==> src/rtl/regbank_pkg.sv <==
// Shared register-bank definitions: data width, register count, index width,
// writeback requester ids and the "is this a real write" helper.
package regbank_pkg;

  localparam int unsigned REG_DW    = 32;
  localparam int unsigned REG_NREG  = 16;
  localparam int unsigned REG_IDX_W = 5;

  typedef enum logic {
    REQ_ALU  = 1'b0,
    REQ_LOAD = 1'b1
  } req_id_e;

  // R0 is hard-wired and indices past the bank are dropped.
  function automatic logic reg_writable(logic [REG_IDX_W-1:0] rd, int unsigned nreg);
    return (rd != '0) && (32'(rd) < nreg);
  endfunction

endpackage

==> src/rtl/reg_wb_arbiter_if.sv <==
// Writeback bus bundle: two requester handshakes, register-bank write port,
// pending-claim input and source busy checks.
interface reg_wb_arbiter_if
  import regbank_pkg::*;
#(
  parameter int unsigned DW = REG_DW
) ();

  logic                 a_valid;
  logic                 a_ready;
  logic [REG_IDX_W-1:0] a_rd;
  logic [DW-1:0]        a_data;

  logic                 b_valid;
  logic                 b_ready;
  logic [REG_IDX_W-1:0] b_rd;
  logic [DW-1:0]        b_data;

  logic                 wr_en;
  logic [REG_IDX_W-1:0] wr_addr;
  logic [DW-1:0]        wr_data;

  logic                 claim_valid;
  logic [REG_IDX_W-1:0] claim_rd;
  logic [REG_IDX_W-1:0] chk_rs;
  logic [REG_IDX_W-1:0] chk_rt;
  logic                 rs_busy;
  logic                 rt_busy;

  modport master (
    output a_valid, a_rd, a_data, b_valid, b_rd, b_data,
    output claim_valid, claim_rd, chk_rs, chk_rt,
    input  a_ready, b_ready, wr_en, wr_addr, wr_data, rs_busy, rt_busy
  );

  modport slave (
    input  a_valid, a_rd, a_data, b_valid, b_rd, b_data,
    input  claim_valid, claim_rd, chk_rs, chk_rt,
    output a_ready, b_ready, wr_en, wr_addr, wr_data, rs_busy, rt_busy
  );

endinterface

==> src/rtl/reg_scoreboard.sv <==
// Pending-write bitmap: one bit per architectural register, set by the issue
// stage claim, cleared by the registered write; set wins on a same-cycle hit.
// Two combinational read ports; R0 and out-of-range indices read as 0.
module reg_scoreboard
  import regbank_pkg::*;
#(
  parameter int unsigned NREG = REG_NREG
) (
  input  logic                 clk,
  input  logic                 reset,
  input  logic                 set_en,
  input  logic [REG_IDX_W-1:0] set_idx,
  input  logic                 clr_en,
  input  logic [REG_IDX_W-1:0] clr_idx,
  input  logic [REG_IDX_W-1:0] rd_idx_a,
  input  logic [REG_IDX_W-1:0] rd_idx_b,
  output logic                 busy_a,
  output logic                 busy_b
);

  logic [NREG-1:0] pending_q, pending_d;
  logic [NREG-1:0] set_hit, clr_hit, sel_a, sel_b;

  // Bit 0 is never tracked; indices >= NREG match no bit.
  assign set_hit[0] = 1'b0;
  assign clr_hit[0] = 1'b0;
  assign sel_a[0]   = 1'b0;
  assign sel_b[0]   = 1'b0;

  for (genvar i = 1; i < NREG; i++) begin : g_bit
    assign set_hit[i] = set_en && (32'(set_idx) == 32'(i));
    assign clr_hit[i] = clr_en && (32'(clr_idx) == 32'(i));
    assign sel_a[i]   = (32'(rd_idx_a) == 32'(i));
    assign sel_b[i]   = (32'(rd_idx_b) == 32'(i));
  end

  // Next bitmap: clear first, then set, so a same-cycle claim survives.
  always_comb begin
    pending_d = (pending_q & ~clr_hit) | set_hit;
  end

  // Bitmap state.
  always_ff @(posedge clk) begin
    if (reset) begin
      pending_q <= '0;
    end else begin
      pending_q <= pending_d;
    end
  end

  // Read ports see only registered state; same-cycle claims appear next cycle.
  always_comb begin
    busy_a = |(pending_q & sel_a);
    busy_b = |(pending_q & sel_b);
  end

endmodule

==> src/rtl/reg_wb_arbiter.sv <==
// Round-robin writeback arbiter between the ALU (A) and load (B) paths with a
// registered register-bank write port. Optional pending-write scoreboard is
// built only when REG_WB_SCOREBOARD_EN is defined; otherwise busy outputs are 0.
module reg_wb_arbiter
  import regbank_pkg::*;
#(
  parameter int unsigned DW   = REG_DW,
  parameter int unsigned NREG = REG_NREG
) (
  input  logic             clk,
  input  logic             reset,
  reg_wb_arbiter_if.slave  bus
);

  req_id_e              last_q;
  logic                 grant_a, grant_b;
  logic                 win_valid;
  req_id_e              win_id;
  logic [REG_IDX_W-1:0] win_rd;
  logic [DW-1:0]        win_data;

  logic                 wr_en_q;
  logic [REG_IDX_W-1:0] wr_addr_q;
  logic [DW-1:0]        wr_data_q;

  // Grant: lone requester wins; on a tie the one not granted last wins.
  always_comb begin
    grant_a = 1'b0;
    grant_b = 1'b0;
    if (!reset) begin
      if (bus.a_valid && bus.b_valid) begin
        grant_a = (last_q == REQ_LOAD);
        grant_b = (last_q == REQ_ALU);
      end else begin
        grant_a = bus.a_valid;
        grant_b = bus.b_valid;
      end
    end
  end

  // Winner mux feeding the write register.
  always_comb begin
    win_valid = grant_a || grant_b;
    win_id    = grant_b ? REQ_LOAD : REQ_ALU;
    win_rd    = grant_b ? bus.b_rd : bus.a_rd;
    win_data  = grant_b ? bus.b_data : bus.a_data;
  end

  assign bus.a_ready = grant_a;
  assign bus.b_ready = grant_b;

  // Last-grant pointer and write-port register; dropped writes keep addr/data.
  always_ff @(posedge clk) begin
    if (reset) begin
      last_q    <= REQ_LOAD;
      wr_en_q   <= 1'b0;
      wr_addr_q <= '0;
      wr_data_q <= '0;
    end else begin
      wr_en_q <= 1'b0;
      if (win_valid) begin
        last_q <= win_id;
        if (reg_writable(win_rd, NREG)) begin
          wr_en_q   <= 1'b1;
          wr_addr_q <= win_rd;
          wr_data_q <= win_data;
        end
      end
    end
  end

  assign bus.wr_en   = wr_en_q;
  assign bus.wr_addr = wr_addr_q;
  assign bus.wr_data = wr_data_q;

`ifdef REG_WB_SCOREBOARD_EN
  reg_scoreboard #(
    .NREG (NREG)
  ) u_scoreboard (
    .clk      (clk),
    .reset    (reset),
    .set_en   (bus.claim_valid),
    .set_idx  (bus.claim_rd),
    .clr_en   (wr_en_q),
    .clr_idx  (wr_addr_q),
    .rd_idx_a (bus.chk_rs),
    .rd_idx_b (bus.chk_rt),
    .busy_a   (bus.rs_busy),
    .busy_b   (bus.rt_busy)
  );
`else
  logic unused_claim;
  assign unused_claim = ^{bus.claim_valid, bus.claim_rd, bus.chk_rs, bus.chk_rt};
  assign bus.rs_busy  = 1'b0;
  assign bus.rt_busy  = 1'b0;
`endif

endmodule

==> src/flat_wrapper.sv <==
// flat-port wrapper written by rule: the top's interface ports become plain ports
module reg_wb_arbiter_flat import regbank_pkg::*;
#(
  parameter int unsigned DW   = REG_DW,
  parameter int unsigned NREG = REG_NREG
)
  (clk, reset, bus_a_valid, bus_a_rd, bus_a_data, bus_b_valid, bus_b_rd, bus_b_data, bus_claim_valid, bus_claim_rd, bus_chk_rs, bus_chk_rt, bus_a_ready, bus_b_ready, bus_wr_en, bus_wr_addr, bus_wr_data, bus_rs_busy, bus_rt_busy);
  reg_wb_arbiter_if #(.DW(DW)) bus_i ();
  input  logic clk;
  input  logic reset;
  input wire logic [$bits(bus_i.a_valid)-1:0] bus_a_valid;
  input wire logic [$bits(bus_i.a_rd)-1:0] bus_a_rd;
  input wire logic [$bits(bus_i.a_data)-1:0] bus_a_data;
  input wire logic [$bits(bus_i.b_valid)-1:0] bus_b_valid;
  input wire logic [$bits(bus_i.b_rd)-1:0] bus_b_rd;
  input wire logic [$bits(bus_i.b_data)-1:0] bus_b_data;
  input wire logic [$bits(bus_i.claim_valid)-1:0] bus_claim_valid;
  input wire logic [$bits(bus_i.claim_rd)-1:0] bus_claim_rd;
  input wire logic [$bits(bus_i.chk_rs)-1:0] bus_chk_rs;
  input wire logic [$bits(bus_i.chk_rt)-1:0] bus_chk_rt;
  output wire logic [$bits(bus_i.a_ready)-1:0] bus_a_ready;
  output wire logic [$bits(bus_i.b_ready)-1:0] bus_b_ready;
  output wire logic [$bits(bus_i.wr_en)-1:0] bus_wr_en;
  output wire logic [$bits(bus_i.wr_addr)-1:0] bus_wr_addr;
  output wire logic [$bits(bus_i.wr_data)-1:0] bus_wr_data;
  output wire logic [$bits(bus_i.rs_busy)-1:0] bus_rs_busy;
  output wire logic [$bits(bus_i.rt_busy)-1:0] bus_rt_busy;
  assign bus_i.a_valid = bus_a_valid;
  assign bus_i.a_rd = bus_a_rd;
  assign bus_i.a_data = bus_a_data;
  assign bus_i.b_valid = bus_b_valid;
  assign bus_i.b_rd = bus_b_rd;
  assign bus_i.b_data = bus_b_data;
  assign bus_i.claim_valid = bus_claim_valid;
  assign bus_i.claim_rd = bus_claim_rd;
  assign bus_i.chk_rs = bus_chk_rs;
  assign bus_i.chk_rt = bus_chk_rt;
  assign bus_a_ready = bus_i.a_ready;
  assign bus_b_ready = bus_i.b_ready;
  assign bus_wr_en = bus_i.wr_en;
  assign bus_wr_addr = bus_i.wr_addr;
  assign bus_wr_data = bus_i.wr_data;
  assign bus_rs_busy = bus_i.rs_busy;
  assign bus_rt_busy = bus_i.rt_busy;
  reg_wb_arbiter #(.DW(DW), .NREG(NREG)) u_core (.clk(clk), .reset(reset), .bus(bus_i));
endmodule
==> config.mk <==
export PLATFORM = sky130hd
export DESIGN_NAME = reg_wb_arbiter_flat
export DESIGN_NICKNAME = d
export VERILOG_FILES = /design/src/rtl/regbank_pkg.sv /design/src/rtl/reg_wb_arbiter_if.sv /design/src/rtl/reg_scoreboard.sv /design/src/rtl/reg_wb_arbiter.sv /design/src/flat_wrapper.sv
export SDC_FILE = /design/constraint.sdc
export NUM_CORES = 1
export LEC_CHECK = 0
export BUFFER_PORTS_ARGS = -buffer_cell sky130_fd_sc_hd__buf_4
export CAP_MARGIN = 20
export CORE_AREA = 4 4 87 64
export CTS_CLUSTER_DIAMETER = 120
export DETAILED_ROUTE_END_ITERATION = 8
export DIE_AREA = 0 0 91 68
export PLACE_DENSITY_LB_ADDON = 0.12
export SYNTH_ARGS = -nofsm -noshare
export SYNTH_HDL_FRONTEND = slang
export SYNTH_HIERARCHICAL = 1
export SYNTH_SLANG_ARGS = --single-unit
==> constraint.sdc <==
create_clock -name clk -period 1.87 [get_ports clk]
set_input_delay 0.187 -clock clk [delete_from_list [all_inputs] [get_ports clk]]
set_output_delay 0.187 -clock clk [all_outputs]
set_load 0.005 [all_outputs]
==> results.py, run 1 <==
metrics = {
    "die": {
        "rows": 21,
        "die_w_um": 91,
        "io_pins": 136,
        "fp.dieH_um": 68,
        "die-area_mm2": 0.00619,
        "start_util": 0.392,
        "core_area_mm2": 0.00473,
    },
    "job": {
        "drv_cap": 0,
    },
    "critical_path": {
        "worst-path-buf-inv": 3,
        "cp.required_ps": 1680,
        "end_kind": "primary output",
        "slowest_stage": "dfxtp_1",
        "start_kind": "flip-flop",
        "path_class": "reg -> out",
        "worstPathCellList": "a21boi_1 -> nand2_2 -> buf_4 -> inv_1 -> buf_4",
        "cpPeakStageDelay_ps": 390,
        "r2r_cells": 5,
        "cp_max_fo": 21,
        "cp_common_cell": "buf_4",
        "critPathTopFamily": "buffers and inverters",
        "cp.depth": 5,
        "crit_arrival_ps": 1410,
    },
    "sta": {
        "setup_viol": 0,
        "finalSetupTns_ps": 0,
        "slew_viol_final": 0,
        "min_period_ps": 1590,
        "grt_setup_unrepaired": "false",
        "post-route-period-util": 0.852,
        "fin_skew_ps": 2.16,
        "clock.fmax_ghz": 0.628,
        "setup_slack_ps": 277,
        "final_hold_viol_count": 0,
    },
    "clock_tree": {
        "cts_tree": "built",
        "worst_skew_pair.late_latency_ps": 280,
        "cts_buffers": 5,
        "post-cts-setup-buffers": 0,
        "htreeDepth": 2,
        "cts-root-buf": "clkbuf_8",
        "cts_resized": 0,
        "clock_path_buffers": 2,
        "cts_hold_buf": 0,
        "numClockSinks": 39,
        "cts.clk_slew.worst_paths_ps": 70,
    },
    "global_routing": {
        "grt_antenna_before_repair": 0,
        "met2_usage": 0.254,
        "busiest_layer": "met2",
        "overflow": 0,
        "use_met3": 0.0527,
        "grt_max_degree": 22,
        "grt_usage": 0.154,
        "grt_pass1_wl_mm": 7.76,
        "grt_pass1_vias": 1727,
        "use_met1": 0.195,
    },
    "synth": {
        "synth_top_flop_cell": "dfxtp_1",
        "synth_top_family_by_area": "multiplexers",
        "synth_area_mm2": 0.00185,
        "synthXorXnorAreaFrac": 0,
        "yosys.area_share.simple": 0.109,
        "synth_seq_cells": 39,
        "synthArstFlopShare": 0,
        "synth.area.mux_share": 0.372,
        "synth_compound_area_frac": 0.0378,
        "synth-seq-area-share": 0.421,
        "synth_cells": 181,
        "synth_fa_ha_area_frac": 0,
        "ys_types": 23,
        "synth_edf_count": 0,
        "yosys_warnings": 6,
        "synth.avg_cell_area_um2": 10.2,
    },
    "power_and_ir_drop": {
        "leakage_nw": 1.69,
        "power_density_mw_per_mm2": 677,
        "fin_total_pwr_mw": 1.92,
        "irDropWorstVdd_mv": 0.446,
    },
    "place": {
        "dp_hpwl_mm": 3.84,
        "io_buffers": 117,
        "dp_slack_ps": 380,
        "gp_congestion": 0.764,
    },
    "worst_hold_path": {
        "min_path_cells": 3,
        "hold_class": "in -> reg",
    },
    "detailed_routing": {
        "routed_wl_mm": 4.79,
        "dr.pass1.iters": 4,
        "wire_per_inst_um": 13.4,
        "ant_nets": 0,
        "vias": 1686,
        "vias_per_cell": 4.72,
        "drt_iter0_markers": 35,
        "post-route-drc-count": 0,
    },
    "run_status": {
        "outcome": "finished clean",
    },
    "cells_and_area": {
        "post-route-util": 0.601,
        "num_antenna_cells": 0,
        "layout_common_cells": "buf_4 (123), mux2i_1 (69), dfxtp_1 (39)",
        "final_net_count": 393,
        "layout_commonest_cell": "buf_4",
        "final_layout_size_suffix_gt1_frac": 0.450,
        "syn_to_final_growth_pct": 53.2,
    },
}
## stage by stage
| step | cell area, um^2 | hold WS [ps] | instances |
|---|---|---|---|
| global route | 2840 | 170 | 357 |
| floorplan | 1860 | 320 | 182 |
| CTS | 2840 | 147 | 357 |
| detailed placement | 2760 | 441 | 349 |
| finish | 2840 | 156 | 357 |
| global placement | 2760 | 428 | 349 |
## registers in the layout, summed over array words and instances, names as in the netlist
name and flops:
u_core/bus.wr_en 1, u_core/bus.wr_addr 5, u_core/bus.wr_data 32, u_core/last_q 1
## area by class of cell
| type | count | area (um^2) |
|---|---|---|
| Tap cell | 57 | 71.3 |
| Clock inverter | 1 | 5.00 |
| Inverter | 4 | 15.0 |
| Fill cell | 432 | 1890 |
| Timing Repair Buffer | 123 | 923 |
| Clock buffer | 7 | 76.3 |
| Sequential cell | 39 | 781 |
| Multi-Input combinational cell | 126 | 970 |
## power breakdown
| part | switching (mW) | total, mW | internal (mW) |
|---|---|---|---|
| clock network | 0.271 | 0.533 | 0.262 |
| registers | 0.0348 | 0.936 | 0.901 |
| logic | 0.173 | 0.455 | 0.282 |
| total | 0.478 | 1.92 | 1.45 |
## path summary, 6_finish.rpt
check / startpoint / endpoint / slack (ps)
worst min-delay path: bus_b_valid / u_core/last_q / 160
worst max register to register: u_core/last_q / u_core/bus.wr_addr[4] / 420
worst min register to register: u_core/bus.wr_data[9] / u_core/bus.wr_data[9] / 460
worst max-delay path: u_core/last_q / bus_b_ready / 280
## worst register-to-register path, stage by stage (launching register included)
cell and delay (ps):
dfxtp_1 390, nor2b_1 90, o32ai_2 250, nand4_1 150, buf_4 250, and3_1 210
## metal layers
layer,part of all wire,vias up
li1,-,855
met1,0.45,774
met2,0.47,53
met3,0.072,4
met4,0.0086,0
met5,0,-
## synthesized netlist by cell type, types with 2 or more instances
master,number,area [um^2]
buf_2,2,10.0
buf_4,5,37.5
buf_6,3,33.8
clkbuf_1,3,11.3
dfxtp_1,39,781
inv_2,3,11.3
mux2i_1,69,691
nand2_1,36,135
nor2b_1,4,25.0
nor4_1,2,12.5
o2bb2ai_1,3,26.3
## cell families after synthesis
group                  Yosys count
multiplexers                    69
AND/OR/NAND/NOR                 47
flip-flops                      39
buffers and inverters           17
AO/OA/AOI/OAI                    8
other                            1
Note: power is estimated with default switching activity, not from simulation.
==> run 2, diff against run 1 <==
--- a/config.mk
+++ b/config.mk
@@ -5,13 +5,14 @@
 export SDC_FILE = /design/constraint.sdc
 export NUM_CORES = 1
 export LEC_CHECK = 0
-export BUFFER_PORTS_ARGS = -buffer_cell sky130_fd_sc_hd__buf_4
 export CAP_MARGIN = 20
-export CORE_AREA = 4 4 87 64
+export CORE_AREA = 4 4 71 53
 export CTS_CLUSTER_DIAMETER = 120
+export CTS_CLUSTER_SIZE = 14
 export DETAILED_ROUTE_END_ITERATION = 8
-export DIE_AREA = 0 0 91 68
-export PLACE_DENSITY_LB_ADDON = 0.12
+export DIE_AREA = 0 0 75 57
+export DONT_BUFFER_PORTS = 1
+export PLACE_DENSITY = 0.75
 export SYNTH_ARGS = -nofsm -noshare
 export SYNTH_HDL_FRONTEND = slang
 export SYNTH_HIERARCHICAL = 1
==> run 2 against run 1 <==
Sequential cell count unchanged. Utilization up 3.3 points. Register-to-register slack worse by 80 ps. Maximum frequency up 4.1%. Sequential power up 2.2%. Cell count down 38%. Non-clock buffer count down 118. Combinational power down 55%. Critical path depth unchanged. Critical endpoint is now u_core/bus.wr_data[23].
==> results.py, run 2 (same netlist as run 1, synthesis figures left out) <==
metrics = {
    "worst_hold_path": {
        "min_path_cells": 2,
        "hold_class": "in -> reg",
        "hold_end": "u_core/last_q",
        "hp-start": "bus_b_valid",
    },
    "sta": {
        "clock.fmax_ghz": 0.654,
        "min_period_ps": 1530,
        "grt_setup_unrepaired": "false",
        "setup_viol": 0,
        "final_hold_viol_count": 0,
        "slew_viol_final": 0,
        "fin_skew_ps": 7.23,
        "finalSetupTns_ps": 0,
        "post-route-period-util": 0.818,
    },
    "die": {
        "core_area_mm2": 0.00308,
        "io_pins": 136,
        "die_w_um": 75,
        "fp.dieH_um": 57,
        "rows": 17,
        "die-area_mm2": 0.00428,
        "start_util": 0.601,
    },
    "critical_path": {
        "ff2ff_setup_slack_ps": 340,
        "cp.required_ps": 2070,
        "start_kind": "flip-flop",
        "regToRegStartpoint": "u_core/last_q",
        "cp_max_fo": 22,
        "end_kind": "flip-flop",
        "r2r_cells": 5,
        "reg2reg_to": "u_core/bus.wr_data[23]",
        "path_class": "reg -> reg",
        "cpPeakStageDelay_ps": 350,
        "crit_arrival_ps": 1730,
        "worstPathCellList": "a21boi_1 -> nand3_1 -> nand4_1 -> buf_4 -> mux2i_1",
        "slowest_stage": "dfxtp_1",
    },
    "clock_tree": {
        "clock_path_buffers": 2,
        "cts-root-buf": "clkbuf_8",
        "worst_skew_pair.late_latency_ps": 280,
        "cts_buffers": 5,
        "htreeDepth": 2,
        "cts_hold_buf": 0,
        "cts.clk_slew.worst_paths_ps": 80,
        "numClockSinks": 39,
        "post-cts-setup-buffers": 0,
        "cts_tree": "built",
        "cts_resized": 0,
    },
    "cells_and_area": {
        "num_antenna_cells": 0,
        "final_net_count": 275,
        "fin_cells": 220,
        "ff_latch_area_um2": 781,
        "largest_register_ffs": 32,
        "layout_commonest_cell": "mux2i_1",
        "final_layout_size_suffix_gt1_frac": 0.104,
        "multi_input_area_um2": 970,
        "layout_common_cells": "mux2i_1 (69), dfxtp_1 (39), nand2_1 (36)",
        "syn_to_final_growth_pct": 5.40,
        "nFillCells": 258,
    },
    "detailed_routing": {
        "vias": 1273,
        "post-route-drc-count": 0,
        "wire_per_inst_um": 17.9,
        "vias_per_cell": 5.79,
        "drt_iter0_markers": 40,
        "dr.pass1.iters": 4,
        "routed_wl_mm": 3.93,
        "ant_nets": 0,
    },
    "job": {
        "drv_cap": 0,
    },
    "place": {
        "dp_hpwl_mm": 3.13,
        "gp_congestion": 0.730,
        "io_buffers": 0,
        "placed_cells": 212,
    },
    "global_routing": {
        "grt_usage": 0.179,
        "grt_pass1_wl_mm": 5.85,
        "overflow": 0,
        "grt_antenna_before_repair": 0,
        "grt_max_degree": 23,
        "grt_pass1_vias": 1340,
    },
    "power_and_ir_drop": {
        "irDropWorstVdd_mv": 0.437,
        "power_density_mw_per_mm2": 909,
        "leakage_nw": 1.12,
    },
    "run_status": {
        "outcome": "finished clean",
    },
}
[run 2: changes by cell type in the layout (fill, tap and decap cells not counted)]
cell	delta
clkbuf_1	-2
clkinv_2	-1
buf_4	-118
clkinvlp_4	+1
clkbuf_8	+2
[run 2: cell type report]
class	count	area share
Multi-Input combinational cell	126	0.496
Timing Repair Buffer	5	0.0192
Clock inverter	1	0.00384
Inverter	4	0.00768
Sequential cell	39	0.399
Clock buffer	7	0.0493
Tap cell	38	0.0243
[run 2: worst max-delay path by stage]
stage | startpoint | end | slack (ps) | cells after the start
after detailed placement | u_core/last_q | u_core/bus.wr_data[23] | 320 | 5
after CTS | u_core/last_q | u_core/bus.wr_data[23] | 320 | 5
after global routing | u_core/last_q | u_core/bus.wr_data[18] | 280 | 5
after floorplan | u_core/last_q | u_core/bus.wr_data[4] | 520 | 6
after global placement | u_core/last_q | u_core/bus.wr_addr[4] | 440 | 5
final | u_core/last_q | u_core/bus.wr_data[23] | 340 | 5
[run 2: metrics by stage]
step	cell area, um^2	utilization	power (mW)	setup slack [ps]	hold slack (ps)
floorplan	1860	-	1.15	522	320
global placement	1850	0.600	1.17	445	328
detailed placement	1850	0.600	1.19	324	343
CTS	1950	0.634	1.80	317	47.6
global route	1950	0.634	1.87	279	47.2
finish	1950	0.634	1.78	341	62.3
[run 2: layer usage]
metal,track usage,vias to the layer above,part of all wire
li1,-,622,-
met2,0.325,66,0.52
met3,0.0669,6,0.11
met1,0.187,579,0.36
met5,0,-,0
met4,0.0609,0,0.0092
[run 2: critical path: cells and delay by family (launching register included)]
| kind | cells | cell delay (ps) |
|---|---|---|
| simple gates | 2 | 240 |
| mux | 1 | 270 |
| flops | 1 | 350 |
| buf+inv | 1 | 350 |
| compound gates | 1 | 230 |
[run 2: report_power, final]
| part | switching [mW] | internal, mW | total [mW] |
|---|---|---|---|
| clock network | 0.278 | 0.335 | 0.613 |
| registers | 0.0546 | 0.902 | 0.957 |
| logic | 0.106 | 0.102 | 0.207 |
| total | 0.438 | 1.34 | 1.78 |
==> run 3, diff against run 2 <==
--- a/config.mk
+++ b/config.mk
@@ -6,13 +6,13 @@
 export NUM_CORES = 1
 export LEC_CHECK = 0
 export CAP_MARGIN = 20
-export CORE_AREA = 4 4 71 53
+export CORE_AREA = 4 4 74 56
 export CTS_CLUSTER_DIAMETER = 120
 export CTS_CLUSTER_SIZE = 14
 export DETAILED_ROUTE_END_ITERATION = 8
-export DIE_AREA = 0 0 75 57
+export DIE_AREA = 0 0 78 60
 export DONT_BUFFER_PORTS = 1
-export PLACE_DENSITY = 0.75
+export PLACE_DENSITY = 0.71
 export SYNTH_ARGS = -nofsm -noshare
 export SYNTH_HDL_FRONTEND = slang
 export SYNTH_HIERARCHICAL = 1
==> constraint.sdc (replaced) <==
create_clock -name clk -period 1.4 [get_ports clk]
set_input_delay 0.14 -clock clk [delete_from_list [all_inputs] [get_ports clk]]
set_output_delay 0.14 -clock clk [all_outputs]
set_load 0.005 [all_outputs]
==> run 3 against run 2 <==
Sequential power increased by 34%. The flow now finishes with violations (negative setup slack). Critical path type unchanged. Cell count increased by 8.2%. Register-to-register slack got worse by 400 ps. Design area increased by 7.5%. Sequential cell count unchanged. First-iteration DRC count decreased by 43%. Setup slack got worse by 400 ps. Maximum frequency increased by 4.5%.
==> results.py, run 3 (same netlist as run 1, synthesis figures left out) <==
metrics = {
    "die": {
        "io_pins": 136,
        "fp.dieH_um": 60,
        "core_area_mm2": 0.00340,
        "rows": 18,
        "die-area_mm2": 0.00468,
        "die_w_um": 78,
        "start_util": 0.545,
    },
    "sta": {
        "grt_setup_unrepaired": "true",
        "setup_slack_ps": -64.1,
        "fin_skew_ps": 1.73,
        "min_period_ps": 1460,
        "clock.fmax_ghz": 0.683,
        "slew_viol_final": 0,
        "setup_viol": 37,
        "final_hold_viol_count": 0,
        "post-route-period-util": 1.05,
    },
    "critical_path": {
        "start_kind": "flip-flop",
        "path_class": "reg -> reg",
        "crit_arrival_ps": 1650,
        "end_kind": "flip-flop",
        "slowest_stage": "dfxtp_4",
        "cpPeakStageDelay_ps": 370,
        "cp_max_fo": 8,
        "worstPathCellList": "a21bo_4 -> o21ai_1 -> nand4_1 -> buf_6 -> buf_8 -> and3_4",
        "ff2ff_setup_slack_ps": -60,
        "cp.required_ps": 1590,
    },
    "clock_tree": {
        "numClockSinks": 39,
        "worst_skew_pair.late_latency_ps": 290,
        "htreeDepth": 2,
        "cts-root-buf": "clkbuf_8",
        "cts_buffers": 5,
        "cts_tree": "built",
        "clock_path_buffers": 2,
        "cts.clk_slew.worst_paths_ps": 70,
    },
    "run_status": {
        "outcome": "finished, violations left",
        "violations": "negative setup slack",
    },
    "detailed_routing": {
        "ant_nets": 0,
        "routed_wl_mm": 4.70,
        "drt_iter0_markers": 23,
        "vias": 1362,
        "dr.pass1.iters": 4,
        "wire_per_inst_um": 19.7,
        "vias_per_cell": 5.72,
        "post-route-drc-count": 0,
    },
    "cells_and_area": {
        "fin_cells": 238,
        "num_antenna_cells": 0,
        "layout_common_cells": "mux2i_1 (69), dfxtp_1 (38), nand2_1 (36)",
        "syn_to_final_growth_pct": 13.3,
        "final_net_count": 281,
        "layout_commonest_cell": "mux2i_1",
        "nFillCells": 278,
        "final_layout_size_suffix_gt1_frac": 0.149,
        "largest_register_ffs": 32,
    },
    "global_routing": {
        "grt_max_degree": 24,
        "grt_antenna_before_repair": 0,
        "use_met1": 0.186,
        "grt_pass1_wl_mm": 6.74,
        "busiest_layer": "met2",
        "overflow": 0,
        "met2_usage": 0.356,
        "use_met3": 0.0798,
        "grt_pass1_vias": 1401,
        "grt_usage": 0.189,
    },
    "place": {
        "io_buffers": 0,
        "placed_cells": 225,
        "dp_hpwl_mm": 3.42,
        "gp_congestion": 0.688,
        "dp_slack_ps": -83.4,
    },
    "power_and_ir_drop": {
        "p_sw_mw": 0.615,
        "irDropWorstVdd_mv": 0.761,
        "power_density_mw_per_mm2": 1120,
        "p_int_mw": 1.73,
        "pwr-share-seq": 0.546,
        "p_comb_frac": 0.144,
        "p_clk_frac": 0.310,
        "p_sw_frac": 0.262,
        "leakage_nw": 1.17,
    },
    "job": {
        "drv_cap": 0,
    },
    "worst_hold_path": {
        "hold_class": "in -> reg",
    },
}
## run 3: path summary, 6_finish.rpt
path | depth (start not counted) | startpoint | end
hold / removal | 2 | reset | u_core/bus.wr_addr[0]
setup / recovery | 6 | u_core/last_q | u_core/bus.wr_addr[4]
hold reg to reg | 2 | u_core/bus.wr_data[27] | u_core/bus.wr_data[27]
setup reg to reg | 6 | u_core/last_q | u_core/bus.wr_addr[4]
## run 3: worst max-delay path, delay by kind of cell, from the launching register on
kind / cells / cell delay, ps
flip-flops: 1 / 370
AO/OA/AOI/OAI: 2 / 360
buffers and inverters: 2 / 320
AND/OR/NAND/NOR: 2 / 310
## run 3: final cells by class
| class | instances | area (um^2) | share of cell area |
|---|---|---|---|
| Multi-Input combinational cell | 126 | 1010 | 0.481 |
| Clock buffer | 7 | 76.3 | 0.0363 |
| Inverter | 4 | 15.0 | 0.00715 |
| Tap cell | 50 | 62.6 | 0.0298 |
| Timing Repair Buffer | 11 | 146 | 0.0697 |
| Sequential cell | 39 | 785 | 0.373 |
| Clock inverter | 1 | 5.00 | 0.00238 |
## run 3: metrics by stage
stage	TNS [ps]	util	cell area (um^2)	total power, mW	hold WS (ps)
6_report	-995	0.618	2100	2.34	30.6
5_1_grt	-3480	0.618	2100	2.44	23.0
4_1_cts	-9.13	0.601	2040	2.34	11.8
3_5_place_dp	-1780	0.554	1890	1.60	294
3_3_place_gp	-2.27	0.554	1890	1.57	286
2_1_floorplan	0	-	1860	1.54	273
## run 3: layer usage
metal | vias to the layer above | wire length [um]
met1 | 649 | 1680
met3 | 9 | 455
met5 | - | 0
met2 | 69 | 2500
li1 | 635 | -
met4 | 0 | 62
## run 3: power groups by stage
stage                     sequential [mW]  combinational (mW)  clock, mW
final                                1.28               0.337      0.727
after global routing                 1.29               0.369      0.783
after CTS                            1.28               0.315      0.746
after detailed placement             1.31               0.289          0
after global placement               1.30               0.269          0
after floorplan                      1.28               0.253          0
## run 3: timing repair
item | 4_1_cts | 5_1_grt
hold endpoints to repair | 1 | 0
resized for setup | 13 | 4
pin swaps | 2 | 0
buffers inserted | 1 | 0
gates cloned | 1 | 2
hold buffers | 1 | 0
setup endpoints to repair | 37 | 38
